<file path="config.mk">
export PLATFORM = sky130hd
export DESIGN_NAME = subtractor_64_mc
export DESIGN_NICKNAME = d
export VERILOG_FILES = /design/src/rtl/subtractor_64_mc.sv
export SDC_FILE = /design/constraint.sdc
export NUM_CORES = 1
export LEC_CHECK = 0
export CORE_ASPECT_RATIO = 1.25
export CORE_MARGIN = 2
export CORE_UTILIZATION = 50
export DETAILED_ROUTE_END_ITERATION = 6
export PLACE_DENSITY = 0.79
export SLEW_MARGIN = 20
export SYNTH_ARGS = -nofsm -noshare
export SYNTH_HDL_FRONTEND = slang
export SYNTH_SLANG_ARGS = --single-unit
export TNS_END_PERCENT = 10
</file>
<file path="constraint.sdc">
create_clock -name clk -period 8.2 [get_ports clk]
set_input_delay 1.64 -clock clk [delete_from_list [all_inputs] [get_ports clk]]
set_output_delay 1.64 -clock clk [all_outputs]
set_load 0.01 [all_outputs]
</file>
<file path="src/rtl/subtractor_64_mc.sv">
// Multi-cycle A - B (as A + ~B + 1), one SLICE-bit chunk per clock, with ARM NZCV flags.
// Optional ADD_MODE_EN adds an 'op' port (1 = subtract, 0 = add) sampled with start.
module subtractor_64_mc #(
    parameter int WIDTH = 64,
    parameter int SLICE = 16
) (
    input  logic             clk,
    input  logic             reset,
    input  logic             start,
`ifdef ADD_MODE_EN
    input  logic             op,
`endif
    input  logic [WIDTH-1:0] A,
    input  logic [WIDTH-1:0] B,
    output logic             busy,
    output logic             done,
    output logic [WIDTH-1:0] out,
    output logic             flag_n,
    output logic             flag_z,
    output logic             flag_c,
    output logic             flag_v
);

    localparam int NSLICE = WIDTH / SLICE;
    localparam int IW     = (NSLICE > 1) ? $clog2(NSLICE) : 1;

    localparam logic [1:0] S_IDLE = 2'd0;
    localparam logic [1:0] S_RUN  = 2'd1;
    localparam logic [1:0] S_DONE = 2'd2;

    generate
        if (WIDTH % SLICE != 0) begin : g_bad_cfg
            $error("WIDTH must be a multiple of SLICE");
        end
    endgenerate

    logic [1:0]       state;
    logic [WIDTH-1:0] opa;
    logic [WIDTH-1:0] opb;
    logic             carry;
    logic             zacc;
    logic [IW-1:0]    idx;

    logic [SLICE-1:0] opa_sl;
    logic [SLICE-1:0] opb_sl;
    logic [SLICE:0]   sum;
    logic [SLICE-1:0] s;
    logic             c;
    logic             last;
    logic [WIDTH-1:0] b_lat;
    logic             c_lat;

    always_comb begin
        opa_sl = opa[idx*SLICE +: SLICE];
        opb_sl = opb[idx*SLICE +: SLICE];
        sum    = {1'b0, opa_sl} + {1'b0, opb_sl} + {{SLICE{1'b0}}, carry};
        s      = sum[SLICE-1:0];
        c      = sum[SLICE];
        last   = (idx == IW'(NSLICE - 1));
    end

`ifdef ADD_MODE_EN
    assign b_lat = op ? ~B : B;
    assign c_lat = op;
`else
    assign b_lat = ~B;
    assign c_lat = 1'b1;
`endif

    assign busy = (state == S_RUN);
    assign done = (state == S_DONE);

    always_ff @(posedge clk or negedge reset) begin
        if (!reset) begin
            state  <= S_IDLE;
            opa    <= '0;
            opb    <= '0;
            carry  <= 1'b0;
            zacc   <= 1'b0;
            idx    <= '0;
            out    <= '0;
            flag_n <= 1'b0;
            flag_z <= 1'b0;
            flag_c <= 1'b0;
            flag_v <= 1'b0;
        end else begin
            case (state)
                S_IDLE, S_DONE: begin
                    if (start) begin
                        opa   <= A;
                        opb   <= b_lat;
                        carry <= c_lat;
                        idx   <= '0;
                        zacc  <= 1'b1;
                        state <= S_RUN;
                    end else begin
                        state <= S_IDLE;
                    end
                end
                S_RUN: begin
                    out[idx*SLICE +: SLICE] <= s;
                    carry <= c;
                    zacc  <= zacc & (s == '0);
                    idx   <= idx + IW'(1);
                    if (last) begin
                        flag_n <= s[SLICE-1];
                        flag_z <= zacc & (s == '0);
                        flag_c <= c;
                        // opb holds the adder-side operand, so same-sign inputs means overflow is possible
                        flag_v <= ~(opa[WIDTH-1] ^ opb[WIDTH-1]) & (s[SLICE-1] ^ opa[WIDTH-1]);
                        state  <= S_DONE;
                    end
                end
                default: state <= S_IDLE;
            endcase
        end
    end

endmodule

</file>
Word-level counts from Yosys, hierarchy flattened
Cells that the tools add are included.
W data, S select, Z words.
Word-level totals
  logic and storage cells: 46
  input port bits: 131
  output and inout port bits: 70
  register bits: 202
Operators by class
  equal/unequal tests: 5
  shift-type cells: 4
  bitwise operators: 6
  muxes and demuxes: 9
  add/subtract/negate cells: 4
  reductions and logical operators: 7
Operators by type and width (count)
  $shiftx A64 B7 Y16: 2
  $bwmux W64: 1
  $not A64 Y64: 1
  $shift A16 B34 Y64 const A: 1
  $shiftx A16 B34 Y64: 1
  $neg A6 Y34: 1
  $add A16 B16 Y17: 1
  $add A17 B1 Y17: 1
  $logic_not A16 Y1: 1
  $pmux W2 S2: 2
  $reduce_and A2 Y1: 3
  $eq A2 B2 Y1 const B: 2
  $mux W2: 2
  $pmux W1 S2: 2
  $add A2 B1 Y2 const B: 1
  $and A1 B1 Y1: 2
  $eq A2 B1 Y1 const B: 1
  $logic_not A2 Y1: 1
  $mux W1: 2
  $ne A2 B1 Y1 const B: 1
  $ne A2 B2 Y1 const B: 1
  $reduce_bool A2 Y1: 1
  $reduce_or A2 Y1: 1
  $xor A1 B1 Y1: 2
  $not A1 Y1: 1

Depth between registers and ports, before layout
Gate-level depths: netlist (run 1).
  depth in word-level cells: 6
  gate-level depth with buffers: 13
  mapped depth without buffers: 11

Worst setup path after synthesis (run 1)
OpenSTA, ideal clock, no wires.
  path kind: flip-flop to flip-flop
  start point: register idx[0]
  end point: register flag_z
  stages on the path, launching flop included: 13
  required time: 8.123 ns
  library setup time: 0.077 ns
  period minus slack after synthesis: 4.431 ns
  setup slack: 3.769 ns
  arrival time: 4.354 ns
  cell sequence: dfrtp_1 buf_1 buf_1 mux4_2 fa_1 fa_1 xor2_1 or4b_4 a2111oi_4 nand4b_1 nor4b_2 nand4b_1 o21ai_1
On the way
  longest elaborated chain between the ends: 5
  elaborated cells between the ends (all ways): 8
Ends and longest elaborated chain
  from (decl): line 42  | logic [IW-1:0] idx;
  from (signal assigned): line 104  | idx <= idx + IW'(1);
  $shiftx A64 B7 Y16 (on tied branches): line 54, 55
  $add A16 B16 Y17: line 56  | sum = {1'b0, opa_sl} + {1'b0, opb_sl} + {{SLICE{1'b0}}, carry};
  $add A17 B1 Y17: line 56
  $logic_not A16 Y1: line 107  | flag_z <= zacc & (s == '0);
  $and A1 B1 Y1: line 107
  to (signal assigned): line 107
  to (decl): line 19  | output logic flag_z,
Parallel ways exist; a longest one is shown, timed or not.
A chain may end at the register's enable or synchronous reset.

Worst setup path in the final report (run 1)
Ends and elaborated chain as after synthesis.

==> flow_summary.toml, run 1 <==
[timing]
worstMarginPinSlew_ps = 940
period_minus_slack_ps = 4580
setup-tns-final_ps = 0
setup_viol = 0
hold_viol_final = 0
max_slew_margin = 0.374
fin_crit_sh = 0.558
finClkSkew_ps = 8.43
postLayoutSetupSlackWorst_ps = 3620
max_freq_mhz = 219
rsz0062_at_grt = "false"
timing.hold.ws_ps = 471
slew_violations = 0

[yosys]
synthTopCellsByArea = "dfrtp_1 56%, nand2_1 12%, mux4_2 8.0%"
syn_avg_cell_area_um2 = 10.6
syn_inst = 848
ys_seq_elements = 202
async_flop_share = 1.00
synth_ff_type = "dfrtp_1"
syn-num-nets = 1002
synth_edf_count = 0
synth_top_area_cell = "dfrtp_1"
netlist.area_leader.share = 0.561
yosysMostFrequentCell = "nand2_1"
yosysWarnings = 0
ys_seq_area_frac = 0.561
synth_common_cells = "292 x nand2_1, 202 x dfrtp_1, 83 x o21ai_0"
synthesis.area_um2 = 9010
synth_cell_types = 51

[clock_network]
h-tree-depth = 1
clk_latency_ps = 490
path_clk_slew_ps = 60
ctsHoldBuffers = 0
cts_sinks = 202
cts_tree = "built"
cts-root-buf = "clkbuf_16"
cts_buffers = 20
postCtsResizedCells = 0
cts_setup_buffers = 0
max-clock-path-buffers = 3

[cells_and_area]
fin_util = 0.674
area_growth_pct = 31.5
drive_above_1_share = 0.0837
diodes = 0
final_cell_count_no_fill = 1263
num-nets-final = 1182
fin_area_um2 = 11800

[drt]
ant_nets = 0
num_vias = 7028
firstDrtPassIters = 5
drc = 0
drt-initial-drc-count = 476
wl_um = 22700
wl_per_cell_um = 18.0
viasPerCell = 5.56

[placement]
portBuffers = 200
place_ws_ps = 3620
hpwlAfterDp_um = 16300
placed_cell_area_um2 = 11200
finalWeightedCongestion = 0.832
dp_cells = 1230

[setup_path]
startpoint_type = "flop"
startpoint = "idx[0]"
cp.arrival_ps = 4990
cp_slowest_cell = "dfrtp_2"
r2r_start = "idx[0]"
max_stage_delay_ps = 680
critPathKind = "flop to flop"
critPathMaxFanout = 26
critPathBufInv = 1
worstSetupEndpointType = "flop"
crit_chain = "buf_4 > mux4_2 > fa_1 > fa_1 > xor2_1 > or4b_4 > a2111oi_4 > nand4b_1 > nor4b_2 > nand4b_1 > o21ai_1"
critical_path.top_delay_family = "simple AND/OR/NAND/NOR gates"
worstPathRequired_ps = 8610

[pwr]
intPower_mw = 3.17
seq_power_share = 0.307
power_density_nw_per_um2 = 474
p_leak_nw = 5.42
p_switching_mw = 2.44
power_frac_clock = 0.158
total_power_mw = 5.61
switching_share = 0.435
power_frac_comb = 0.535
ir_drop_mv = 0.253

[die]
initial_core_util = 0.513
fp.dieH_um = 154
ios = 201
die_w_um = 124
die_area_um2 = 19100
core-area_um2 = 17600
rows = 54

[grt]
grt_pass1_vias = 6978
grt_first_pass_wirelength_um = 36300
grt.overflow.total = 0
grt_usage = 0.245
grt_max_degree = 136
antenna_found_initial = 0

[min_path]
min-delay-start = "opa[46]"
hp-class = "flop to flop"

[job]
maxCapViolations = 0

[status]
outcome = "complete, no violations"
[cell usage in the layout, fill, tap and decap left out, drive strengths merged, types with 11 or more instances in the layout]
master	n
clkdlybuf4s50	199
nor2	11
a21oi	14
ha	21
dfrtp	202
mux4	32
o21ai	93
a22o	48
clkbuf	30
nand2	292
[final timing paths]
| check | to | slack (ps) | cells past startpoint |
|---|---|---|---|
| worst max-delay path | flag_z | 3620 | 11 |
| worst min register to register | opa[46] | 470 | 2 |
| min in group asynchronous | opa[2] | 1290 | 1 |
| max in group asynchronous | opb[6] | 5680 | 2 |
| worst max register to register | flag_z | 3620 | 11 |
| worst min-delay path | opa[46] | 470 | 2 |
[flip-flops by register name, summed over array words and instances (netlist names)]
register  count
opb          64
zacc          1
flag_v        1
flag_n        1
flag_c        1
idx           2
opa          64
carry         1
out          64
flag_z        1
state         2
[layer usage]
layer	routed length (um)	vias up	global-route usage	share of wire
li1	-	3304	-	-
met1	9340	3424	0.326	0.41
met2	11300	252	0.404	0.50
met3	1160	48	0.0312	0.051
met4	953	0	0.103	0.042
met5	0	-	0	0
[tightest hold or removal path: cells and delay by family, from the launching register on]
family | cells | cell delay (ps)
flip-flops | 1 | 340
AND/OR/NAND/NOR | 2 | 100
[cells by family after synthesis]
group                    Yosys count  share of synthesized area
AND/OR/NAND/NOR                  343                      0.157
buffers and inverters             56                     0.0236
multiplexers                      33                     0.0811
XOR/XNOR                          10                    0.00972
adder cells (fa/ha/maj)           23                     0.0336
AO/OA/AOI/OAI                    181                      0.134
flip-flops                       202                      0.561
[cell type report]
type	instances	area, um2
repair buffers	206	2060
well taps	224	280
multi-input cells	590	3780
clock inverters	4	22.5
inverters	8	30.0
fillers	1380	5720
flip-flops and latches	202	5060
clock buffers	29	616
[power by group through the flow]
stage               Sequential (mW)  Combinational (mW)  Clock, mW
finish                         1.73                3.00      0.886
global route                   1.78                3.30      0.940
CTS                            1.73                2.99      0.896
detailed placement             1.74                2.96          0
global placement               1.72                2.87          0
floorplan                      1.65                2.05          0
No activity file was read; power rests on OpenSTA's default activity.
==> run 2, diff against run 1 <==
==> constraint.sdc (replaced) <==
create_clock -name clk -period 4.21 [get_ports clk]
set_input_delay 0.842 -clock clk [delete_from_list [all_inputs] [get_ports clk]]
set_output_delay 0.842 -clock clk [all_outputs]
set_load 0.01 [all_outputs]
==> run 2 against run 1 <==
Net effect: core utilization grew 0.65 points; via count is 1.0% higher; fmax up 22%; flip-flop and latch count unchanged; clock-buffer cell count decreased by 5; die area unchanged; critical endpoint unchanged; largest cell class unchanged; highest routed layer unchanged.
==> flow_summary.toml, run 2 (same netlist as run 1, synthesis figures left out) <==
[status]
outcome = "complete, no violations"

[die]
fp.dieH_um = 154
die_area_um2 = 19100
die_w_um = 124
ios = 201
rows = 54
core-area_um2 = 17600
initial_core_util = 0.513

[cells_and_area]
multiInputGateArea_um2 = 3770
diodes = 0
final_cell_mix = "292 x nand2_1, 200 x dfrtp_1, 199 x clkdlybuf4s50_1, 83 x o21ai_0, 48 x a22o_1"
drive_above_1_share = 0.0924
final_cell_count_no_fill = 1274
area_growth_pct = 32.7
final_common_cell = "nand2_1"
top_regs = "opa x64, opb x64, out x64"
fill_cells = 1335
register_area_um2 = 5060
num-nets-final = 1193

[placement]
portBuffers = 200
finalWeightedCongestion = 0.860
hpwlAfterDp_um = 17100
dp_cells = 1241

[timing]
max_slew_margin = 0.381
slew_violations = 0
setup-tns-final_ps = 0
finClkSkew_ps = 13.0
hold_viol_final = 0
fin_crit_sh = 0.891
worstMarginPinSlew_ps = 924
max_freq_mhz = 267
setup_viol = 0
rsz0062_at_grt = "false"
period_minus_slack_ps = 3750

[setup_path]
startpoint_type = "flop"
cp.arrival_ps = 4160
r2r_start = "idx[0]"
reg2reg_slack_ps = 460
critPathKind = "flop to flop"
r2r-end = "flag_z"
critPathMaxFanout = 19
r2r_cells = 10
worstSetupEndpointType = "flop"
worstPathRequired_ps = 4620

[drt]
viasPerCell = 5.57
num_vias = 7099
wl_per_cell_um = 18.4
firstDrtPassIters = 5
drc = 0
wl_um = 23400
drt-initial-drc-count = 573
ant_nets = 0

[grt]
grt_pass1_vias = 7158
antenna_found_initial = 0
grt.overflow.total = 0
grt_max_degree = 106
grt_usage = 0.250
grt_first_pass_wirelength_um = 37100

[pwr]
intPower_mw = 6.45
ir_drop_mv = 0.527
power_frac_comb = 0.548
power_density_nw_per_um2 = 947
switching_share = 0.430
power_frac_clock = 0.162
p_leak_nw = 5.49
seq_power_share = 0.290
total_power_mw = 11.3
p_switching_mw = 4.87

[job]
maxCapViolations = 0

[clock_network]
clk_latency_ps = 490
cts_buffers = 20
cts_tree = "built"
ctsHoldBuffers = 0
h-tree-depth = 1
postCtsResizedCells = 0
max-clock-path-buffers = 3
path_clk_slew_ps = 60
cts_sinks = 202
cts_setup_buffers = 0
cts-root-buf = "clkbuf_16"

[min_path]
hp-class = "primary input to asynchronous set/reset pin"
## run 2: changes by cell type in the layout (fill, tap and decap cells not counted)
cell	change
buf_4	+12
clkbuf_8	-5
bufinv_16	+3
buf_6	-2
clkinv_2	+2
buf_12	+1
nor3_1	+1
nor3_2	-1
## run 2: per-stage QoR
| step | utilization | area (um2) | hold slack, ps | worst slack, ps |
|---|---|---|---|---|
| global placement | 0.643 | 11300 | 455 | 502 |
| CTS | 0.681 | 12000 | 445 | 443 |
| detailed placement | 0.643 | 11300 | 459 | 443 |
| floorplan | - | 9010 | 440 | 166 |
| finish | 0.681 | 12000 | 410 | 458 |
| global route | 0.681 | 12000 | 465 | 255 |
## run 2: how the worst max path moves through the flow
stage / to / from / cells after the start / slack, ps
floorplan: flag_z / idx[0] / 12 / 170
detailed placement: flag_z / idx[0] / 10 / 440
global placement: flag_z / idx[0] / 10 / 500
global route: flag_z / idx[0] / 11 / 260
finish: flag_z / idx[0] / 10 / 460
CTS: flag_z / idx[0] / 10 / 440
## run 2: power by group through the flow
stage,clock network [mW],logic (mW),registers [mW]
finish,1.83,6.20,3.29
detailed placement,0,6.12,3.31
global placement,0,5.97,3.26
CTS,1.86,6.17,3.28
global route,1.92,6.75,3.37
floorplan,0,3.99,3.21
## run 2: worst max-delay path, stage by stage, from the launching register on
cell and delay (ps):
dfrtp_2 420, buf_4 370, mux4_2 600, fa_1 450
xor2_1 210, or4b_4 550, a2111oi_4 340, nand4b_1 160
nor4b_2 270, nand4b_1 150, o21ai_1 140
## run 2: per-layer routing
metal / vias up / global-route usage / routed length [um]
met4: 0 / 0.0781 / 671
li1: 3327 / - / -
met1: 3462 / 0.320 / 9460
met5: - / 0 / 0
met2: 266 / 0.440 / 12000
met3: 44 / 0.0278 / 1240
## run 2: layout make-up
class	count	area share
clock inverters	9	0.0103
flip-flops and latches	202	0.423
well taps	224	0.0234
repair buffers	217	0.179
multi-input cells	590	0.316
clock buffers	24	0.0457
inverters	8	0.00251
